## src/rtl/kfps2kb_cmd_pkg.sv

```systemverilog
// Shared types and protocol constants for the PS/2 keyboard command scheduler.
`timescale 1ns/1ps
package kfps2kb_cmd_pkg;

    typedef enum logic [2:0] {
        ST_IDLE     = 3'd0,
        ST_SEND_CMD = 3'd1,
        ST_WAIT_CMD = 3'd2,
        ST_SEND_ARG = 3'd3,
        ST_WAIT_ARG = 3'd4,
        ST_WAIT_BAT = 3'd5
    } state_t;

    // Host-to-keyboard command bytes
    localparam logic [7:0] CMD_RESET     = 8'hFF;
    localparam logic [7:0] CMD_LEDS      = 8'hED;
    localparam logic [7:0] CMD_TYPEMATIC = 8'hF3;

    // Keyboard-to-host response bytes
    localparam logic [7:0] RSP_ACK      = 8'hFA;
    localparam logic [7:0] RSP_RESEND   = 8'hFE;
    localparam logic [7:0] RSP_BAT_OK   = 8'hAA;
    localparam logic [7:0] RSP_BAT_FAIL = 8'hFC;

    // Bit positions inside the pending / grant vectors
    localparam int GNT_RESET     = 0;
    localparam int GNT_LEDS      = 1;
    localparam int GNT_TYPEMATIC = 2;
    localparam int NUM_CMDS      = 3;

    // Fixed priority: reset > leds > typematic
    function automatic logic [2:0] pick_grant(input logic [2:0] pending);
        logic [2:0] gnt;
        gnt = 3'b000;
        if (pending[GNT_RESET])          gnt = 3'b001;
        else if (pending[GNT_LEDS])      gnt = 3'b010;
        else if (pending[GNT_TYPEMATIC]) gnt = 3'b100;
        return gnt;
    endfunction

    // Command byte that opens the sequence for a one-hot grant
    function automatic logic [7:0] cmd_byte(input logic [2:0] gnt);
        logic [7:0] b;
        b = CMD_RESET;
        if (gnt[GNT_LEDS])           b = CMD_LEDS;
        else if (gnt[GNT_TYPEMATIC]) b = CMD_TYPEMATIC;
        return b;
    endfunction

endpackage

```

## src/rtl/kfps2kb_cmd_timer.sv

```systemverilog
// Clearable free-running counter used to time device responses.
`timescale 1ns/1ps
module kfps2kb_cmd_timer #(
    parameter int WIDTH = 24
) (
    input  logic             clock,
    input  logic             reset_n,
    input  logic             i_clear,
    input  logic             i_enable,
    output logic [WIDTH-1:0] o_count
);

    logic [WIDTH-1:0] r_count;

    // Clear wins over enable so every state change restarts the count at zero
    always_ff @(posedge clock or negedge reset_n) begin
        if (!reset_n) begin
            r_count <= '0;
        end else if (i_clear) begin
            r_count <= '0;
        end else if (i_enable) begin
            r_count <= r_count + 1'b1;
        end
    end

    assign o_count = r_count;

endmodule

```

## src/rtl/kfps2kb_command_scheduler.sv

```systemverilog
// Arbitrates reset / LED / typematic requests and runs each PS/2 command
// exchange (command byte, optional argument, ACK/resend/BAT handling).
`timescale 1ns/1ps
module kfps2kb_command_scheduler
    import kfps2kb_cmd_pkg::*;
#(
    parameter logic [15:0] ack_timeout = 16'd20000,
    parameter logic [23:0] bat_timeout = 24'd2000000,
    parameter logic [1:0]  max_retries = 2'd3
) (
    input  logic       clock,
    input  logic       reset_n,
    input  logic       req_reset,
    input  logic       req_leds,
    input  logic       req_typematic,
    input  logic [2:0] led_value,
    input  logic [7:0] typematic_value,
    output logic       tx_valid,
    output logic [7:0] tx_data,
    input  logic       tx_ready,
    input  logic       rx_valid,
    input  logic [7:0] rx_data,
    output logic       kb_valid,
    output logic [7:0] kb_data,
    output logic       busy,
    output logic [2:0] grant,
    output logic       done,
    output logic       error
);

    localparam logic [23:0] ACK_LAST = {8'd0, ack_timeout} - 24'd1;
    localparam logic [23:0] BAT_LAST = bat_timeout - 24'd1;

    state_t      r_state, w_state_next;
    logic [2:0]  r_pending, w_pending_next, w_pending_clr, w_req;
    logic [2:0]  r_grant, w_grant_next, w_pick;
    logic [7:0]  r_arg, w_arg_next;
    logic [7:0]  r_tx_data, w_tx_data_next;
    logic [1:0]  r_retry, w_retry_next;
    logic        r_done, w_done;
    logic        r_error, w_error;
    logic        r_kb_valid;
    logic [7:0]  r_kb_data;
    logic [23:0] w_count;
    logic        w_timer_clear, w_timer_en;
    logic        w_rx_ack, w_rx_resend, w_rx_bat_ok, w_rx_bat_fail;
    logic        w_ack_expired, w_bat_expired;

    assign w_req = {req_typematic, req_leds, req_reset};

    // A new request sets its bit even in the cycle the same command retires
    generate
        for (genvar gi = 0; gi < NUM_CMDS; gi++) begin : g_pending
            assign w_pending_next[gi] = (r_pending[gi] & ~w_pending_clr[gi]) | w_req[gi];
        end
    endgenerate

    assign w_pick        = pick_grant(r_pending);
    assign w_rx_ack      = rx_valid && (rx_data == RSP_ACK);
    assign w_rx_resend   = rx_valid && (rx_data == RSP_RESEND);
    assign w_rx_bat_ok   = rx_valid && (rx_data == RSP_BAT_OK);
    assign w_rx_bat_fail = rx_valid && (rx_data == RSP_BAT_FAIL);
    assign w_ack_expired = (w_count == ACK_LAST);
    assign w_bat_expired = (w_count == BAT_LAST);

    // Counter only runs while waiting on the device and restarts on any transition
    assign w_timer_en    = (r_state == ST_WAIT_CMD) || (r_state == ST_WAIT_ARG) ||
                           (r_state == ST_WAIT_BAT);
    assign w_timer_clear = (w_state_next != r_state);

    kfps2kb_cmd_timer #(.WIDTH(24)) u_timer (
        .clock    (clock),
        .reset_n  (reset_n),
        .i_clear  (w_timer_clear),
        .i_enable (w_timer_en),
        .o_count  (w_count)
    );

    // State register
    always_ff @(posedge clock or negedge reset_n) begin
        if (!reset_n) r_state <= ST_IDLE;
        else          r_state <= w_state_next;
    end

    // Next-state logic and the datapath updates that go with each transition
    always_comb begin
        w_state_next   = r_state;
        w_grant_next   = r_grant;
        w_arg_next     = r_arg;
        w_tx_data_next = r_tx_data;
        w_retry_next   = r_retry;
        w_pending_clr  = 3'b000;
        w_done         = 1'b0;
        w_error        = 1'b0;
        case (r_state)
            ST_IDLE: begin
                w_retry_next = '0;
                if (|r_pending) begin
                    w_grant_next   = w_pick;
                    w_tx_data_next = cmd_byte(w_pick);
                    w_arg_next     = 8'h00;
                    if (w_pick[GNT_LEDS])           w_arg_next = {5'b0, led_value};
                    else if (w_pick[GNT_TYPEMATIC]) w_arg_next = typematic_value;
                    w_state_next   = ST_SEND_CMD;
                end
            end
            ST_SEND_CMD: if (tx_ready) w_state_next = ST_WAIT_CMD;
            ST_SEND_ARG: if (tx_ready) w_state_next = ST_WAIT_ARG;
            ST_WAIT_CMD, ST_WAIT_ARG: begin
                if (w_rx_ack) begin
                    w_retry_next = '0;
                    if (r_state == ST_WAIT_ARG) begin
                        w_done        = 1'b1;
                        w_pending_clr = r_grant;
                        w_grant_next  = '0;
                        w_state_next  = ST_IDLE;
                    end else if (r_grant[GNT_RESET]) begin
                        w_state_next = ST_WAIT_BAT;
                    end else begin
                        w_tx_data_next = r_arg;
                        w_state_next   = ST_SEND_ARG;
                    end
                end else if (w_rx_resend || w_ack_expired) begin
                    if (r_retry == max_retries) begin
                        w_error       = 1'b1;
                        w_pending_clr = r_grant;
                        w_grant_next  = '0;
                        w_state_next  = ST_IDLE;
                    end else begin
                        w_retry_next = r_retry + 2'd1;
                        w_state_next = (r_state == ST_WAIT_CMD) ? ST_SEND_CMD : ST_SEND_ARG;
                    end
                end
            end
            ST_WAIT_BAT: begin
                if (w_rx_bat_ok) begin
                    w_done        = 1'b1;
                    w_pending_clr = r_grant;
                    w_grant_next  = '0;
                    w_state_next  = ST_IDLE;
                end else if (w_rx_bat_fail || w_bat_expired) begin
                    w_error       = 1'b1;
                    w_pending_clr = r_grant;
                    w_grant_next  = '0;
                    w_state_next  = ST_IDLE;
                end
            end
            default: w_state_next = ST_IDLE;
        endcase
    end

    // Datapath registers: pending bits, grant, argument, tx byte, retries, pulses
    always_ff @(posedge clock or negedge reset_n) begin
        if (!reset_n) begin
            r_pending <= '0;
            r_grant   <= '0;
            r_arg     <= '0;
            r_tx_data <= '0;
            r_retry   <= '0;
            r_done    <= 1'b0;
            r_error   <= 1'b0;
        end else begin
            r_pending <= w_pending_next;
            r_grant   <= w_grant_next;
            r_arg     <= w_arg_next;
            r_tx_data <= w_tx_data_next;
            r_retry   <= w_retry_next;
            r_done    <= w_done;
            r_error   <= w_error;
        end
    end

    // Scan bytes reach the keycode logic only while no command owns the link
    always_ff @(posedge clock or negedge reset_n) begin
        if (!reset_n) begin
            r_kb_valid <= 1'b0;
            r_kb_data  <= '0;
        end else begin
            r_kb_valid <= rx_valid && (r_state == ST_IDLE);
            if (rx_valid && (r_state == ST_IDLE)) r_kb_data <= rx_data;
        end
    end

    assign tx_valid = (r_state == ST_SEND_CMD) || (r_state == ST_SEND_ARG);
    assign tx_data  = r_tx_data;
    assign busy     = (r_state != ST_IDLE);
    assign grant    = r_grant;
    assign done     = r_done;
    assign error    = r_error;
    assign kb_valid = r_kb_valid;
    assign kb_data  = r_kb_data;

endmodule

```

## config.mk

```make
export PLATFORM = sky130hd
export DESIGN_NAME = kfps2kb_command_scheduler
export DESIGN_NICKNAME = d
export VERILOG_FILES = /design/src/rtl/kfps2kb_cmd_pkg.sv /design/src/rtl/kfps2kb_cmd_timer.sv /design/src/rtl/kfps2kb_command_scheduler.sv
export SDC_FILE = /design/constraint.sdc
export NUM_CORES = 1
export LEC_CHECK = 0
export BUFFER_PORTS_ARGS = -buffer_cell sky130_fd_sc_hd__buf_2
export CAP_MARGIN = 40
export CORE_ASPECT_RATIO = 1.2
export CORE_MARGIN = 8
export CORE_UTILIZATION = 51
export DETAILED_ROUTE_END_ITERATION = 12
export HOLD_SLACK_MARGIN = 0.15
export PLACE_DENSITY_LB_ADDON = 0.3
export REMOVE_ABC_BUFFERS = 1
export SYNTH_ARGS = -nofsm -noshare
export SYNTH_HDL_FRONTEND = slang
export SYNTH_SLANG_ARGS = --single-unit
```

## constraint.sdc

```tcl
create_clock -name clock -period 2.1 [get_ports clock]
set_input_delay 0 -clock clock [delete_from_list [all_inputs] [get_ports clock]]
set_output_delay 0 -clock clock [all_outputs]
set_load 0.02 [all_outputs]
```

==> impl_metrics.py <==
metrics = {
    "worst_setup_path": {
        "crit_required_ps": 2330,
        "critical-path-slowest-cell": "sky130_fd_sc_hd__or4_1",
        "maximum_fanout_count_along_the_critical_path": 12,
        "critPathMaxStageDelay_ps": 580,
        "critPathTopFamily": "simple AND/OR/NAND/NOR gates",
        "crit_buf_inv": 1,
        "worstPathCellList": "and2_1, or4_1, o31ai_4, xnor2_2, a21oi_4, clkbuf_16, nor2_1",
        "timing.setup.critical_path_class": "reg -> reg",
        "crit_path_start_kind": "flip-flop",
        "capturing_element_type_of_the_critical_path": "flip-flop",
        "critical_path_arrival_ps": 2380,
    },
    "yosys": {
        "yosys_warnings": 0,
        "synth_ff_type": "sky130_fd_sc_hd__dfrtp_1",
        "async_flop_share_pct": 100,
        "avgSynthCellArea_um2": 9.71,
        "ys_ff_latch": 62,
        "postSynthCellCount": 330,
        "post_synthesis_instance_area_um2": 3200,
        "count_of_flip_flops_with_a_built_in_enable_after_synthesis": 0,
        "register_area_share_after_synthesis_pct": 48.4,
        "netlist-cell-type-count": 54,
    },
    "die": {
        "die_h_um": 103,
        "die_w_um": 88.3,
        "starting_density_of_the_core_pct": 52.9,
        "fp-row-count": 31,
        "die_area_um2": 9080,
        "ioPinCount": 50,
        "design.core.area_um2": 6050,
    },
    "cts": {
        "clock_latency_ps": 350,
        "clock_tree_root_buffer_cell": "sky130_fd_sc_hd__clkbuf_8",
        "ctsLongestPathBuffers": 2,
        "tritoncts": "done",
        "cts-buffers-inserted": 9,
        "clock_sink_count": 62,
        "cts.htree.levels": 3,
        "cts.clk_slew.worst_paths_ps": 70,
    },
    "cells_and_area": {
        "nFillCells": 414,
        "post-route-cell-area_um2": 4530,
        "final_core_utilization_pct": 74.8,
        "nNetsFinal": 476,
        "layout_common_cells": "sky130_fd_sc_hd__dfrtp_1 (61), sky130_fd_sc_hd__buf_2 (49), sky130_fd_sc_hd__buf_4 (43), sky130_fd_sc_hd__nor2_1 (42), sky130_fd_sc_hd__dlygate4sd3_1 (26)",
        "syn2layout_area_growth_pct": 41.4,
        "antennaDiodeCount": 0,
        "final_common_cell": "sky130_fd_sc_hd__dfrtp_1",
        "drive_gt1_share_pct": 34.9,
    },
    "detailed_routing": {
        "drt_pass1_iterations": 4,
        "antenna_left": 0,
        "drt-total-wl_mm": 8.85,
        "routed_via_density": 5.53,
        "first_iter_violations": 152,
        "overall_via_count_from_detail_route": 2959,
        "route.detailed.wl_per_inst_um": 16.5,
        "drc_errors": 0,
    },
    "placed_design": {
        "routabilityCongestion": 0.904,
        "detailed_place_hpwl_mm": 5.87,
        "place.port_buffers": 49,
        "post_dp_cell_area_um2": 3810,
        "placement.setup.worst_slack_ps": -75.0,
    },
    "timing": {
        "final-max-slew-violation-count": 0,
        "fin_worst_skew_ps": 6.05,
        "report.final.hold_viol_count": 0,
        "worstMarginPinSlew_ps": 510,
        "achievable_clock_frequency_mhz": 466,
        "setup_violating_endpoint_count_in_the_final_report": 19,
        "fin_ws_ps": -46.6,
        "unrepaired_setup_endpoints_after_global_routing": "yes",
        "slew-limit-headroom_pct": 66.0,
        "timing.final.crit_share_pct": 102,
        "timing.final.crit_period_ps": 2150,
    },
    "power": {
        "leakage_power_figure_nw": 2.01,
        "power_density_nw_per_um2": 1160,
        "ir_drop_mv": 0.869,
    },
    "status": {
        "run_status": "finished with violations",
        "violations": "negative setup slack",
    },
    "hold_path": {
        "min_path_type": "in -> async",
    },
    "global_routing": {
        "number_of_global_route_vias_before_repair": 3044,
        "grt.total_usage_pct": 19.8,
        "globalRouteOverflowTotal": 0,
        "pin_count_of_the_biggest_net_entering_global_routing": 36,
        "global_route_wire_length_before_repair_mm": 13.8,
        "grt_antenna_before_repair": 0,
    },
    "flow_run": {
        "cap_violations": 0,
    },
}
## synth_stat cells (3+ instances only)
library cell,number,area share [%]
sky130_fd_sc_hd__inv_1,8,0.94
sky130_fd_sc_hd__nor2b_1,7,1.4
sky130_fd_sc_hd__nor4_1,4,0.78
sky130_fd_sc_hd__o22ai_1,3,0.59
sky130_fd_sc_hd__nand2_1,23,2.7
sky130_fd_sc_hd__mux2_2,9,3.2
sky130_fd_sc_hd__a221oi_1,6,1.6
sky130_fd_sc_hd__and3_1,4,0.78
sky130_fd_sc_hd__xor2_1,10,2.7
sky130_fd_sc_hd__buf_2,4,0.63
sky130_fd_sc_hd__xnor2_1,15,4.1
sky130_fd_sc_hd__nand2b_1,5,0.98
sky130_fd_sc_hd__nand3_1,14,2.2
sky130_fd_sc_hd__or3_1,4,0.78
sky130_fd_sc_hd__and2_1,5,0.98
sky130_fd_sc_hd__nand4_1,9,1.8
sky130_fd_sc_hd__nor3_1,8,1.3
sky130_fd_sc_hd__dfrtp_1,62,48
sky130_fd_sc_hd__a21oi_1,5,0.78
sky130_fd_sc_hd__clkbuf_1,9,1.1
sky130_fd_sc_hd__a22o_1,6,1.6
sky130_fd_sc_hd__nor2_1,53,6.2
sky130_fd_sc_hd__o21ai_0,16,2.5
## state kept, by name, summed over array words and instances (netlist names)
| name | count |
|---|---|
| u_timer.o_count | 24 |
| kb_data | 8 |
| r_arg | 8 |
| tx_data | 8 |
| grant | 3 |
| r_pending | 3 |
| r_state | 3 |
| r_retry | 2 |
| done | 1 |
| error | 1 |
| kb_valid | 1 |
## per-layer routing
metal / global-route usage [%] / vias to the layer above / part of all wire [%] / wire length, um
met5: 0 / - / 0 / 0
met4: 11.6 / 0 / 2.8 / 250
met3: 4.78 / 22 / 5.3 / 472
met2: 35.4 / 84 / 53 / 4710
met1: 20.3 / 1453 / 39 / 3420
li1: - / 1400 / - / -
## final cells by class
| type | instances | area (um^2) | share of cell area (%) |
|---|---|---|---|
| Inverter | 9 | 33.8 | 0.746 |
| Multi-Input combinational cell | 245 | 1730 | 38.3 |
| Timing Repair Buffer | 121 | 898 | 19.8 |
| Clock inverter | 6 | 70.1 | 1.55 |
| Clock buffer | 10 | 138 | 3.04 |
| Tap cell | 82 | 103 | 2.27 |
| Sequential cell | 62 | 1550 | 34.3 |
## through the flow
step / hold slack [ps] / setup TNS, ps / power, mW / cells
finish: 200 / -571 / 5.23 / 535
global route: 233 / -2430 / 5.51 / 535
CTS: 200 / -102 / 4.73 / 533
detailed placement: 45.3 / -163 / 3.59 / 488
global placement: 20.3 / 0 / 3.53 / 488
floorplan: -296 / -4410 / 2.77 / 316
## path summary, 6_finish.rpt
path                       slack [ps]  cells after the start                    from                              end
setup / recovery                  -50                      7    r_state[0]$_DFF_PN0_  u_timer.o_count[12]$_DFFE_PN0P_
hold / removal                    200                      3                 reset_n           tx_data[3]$_DFFE_PN0P_
setup reg to reg                  -50                      7    r_state[0]$_DFF_PN0_  u_timer.o_count[12]$_DFFE_PN0P_
hold reg to reg                   480                      2  tx_data[1]$_DFFE_PN0P_           tx_data[1]$_DFFE_PN0P_
max in group asynchronous        1500                      3                 reset_n             r_state[0]$_DFF_PN0_
min in group clock                410                      3      typematic_value[7]             r_arg[7]$_DFFE_PN0P_
## kinds of logic after synthesis
kind of cell               synth area share [%]
adders and majority gates                 0.781
buffers and inverters                      2.85
and+or+nand+nor                            26.3
AOI/OAI and AO/OA                          10.5
xor gates and xnor gates                   6.84
DFF                                        48.4
muxes                                      4.26
## power breakdown
part | internal [mW] | switching (mW)
Clock | 0.585 | 0.503
Combinational | 1.10 | 1.46
Sequential | 1.44 | 0.145
Total | 3.12 | 2.11
## worst reg2reg max path, cell delays in order, from the launching register on
cell and delay, ps:
sky130_fd_sc_hd__dfrtp_2 460, sky130_fd_sc_hd__and2_1 210, sky130_fd_sc_hd__or4_1 580, sky130_fd_sc_hd__o31ai_4 110
sky130_fd_sc_hd__xnor2_2 120, sky130_fd_sc_hd__a21oi_4 260, sky130_fd_sc_hd__clkbuf_16 230, sky130_fd_sc_hd__nor2_1 60
## what timing repair did
| item | CTS | global route |
|---|---|---|
| hold buffers | 26 | 0 |
| cloned | 0 | 2 |
| resized for setup | 4 | 35 |
| pin swaps | 1 | 12 |
| endpoints found under the setup margin | 26 | 30 |
| hold endpoints to repair | 85 | 0 |
| setup buffers | 3 | 0 |
(Power assumes the default switching activity.)
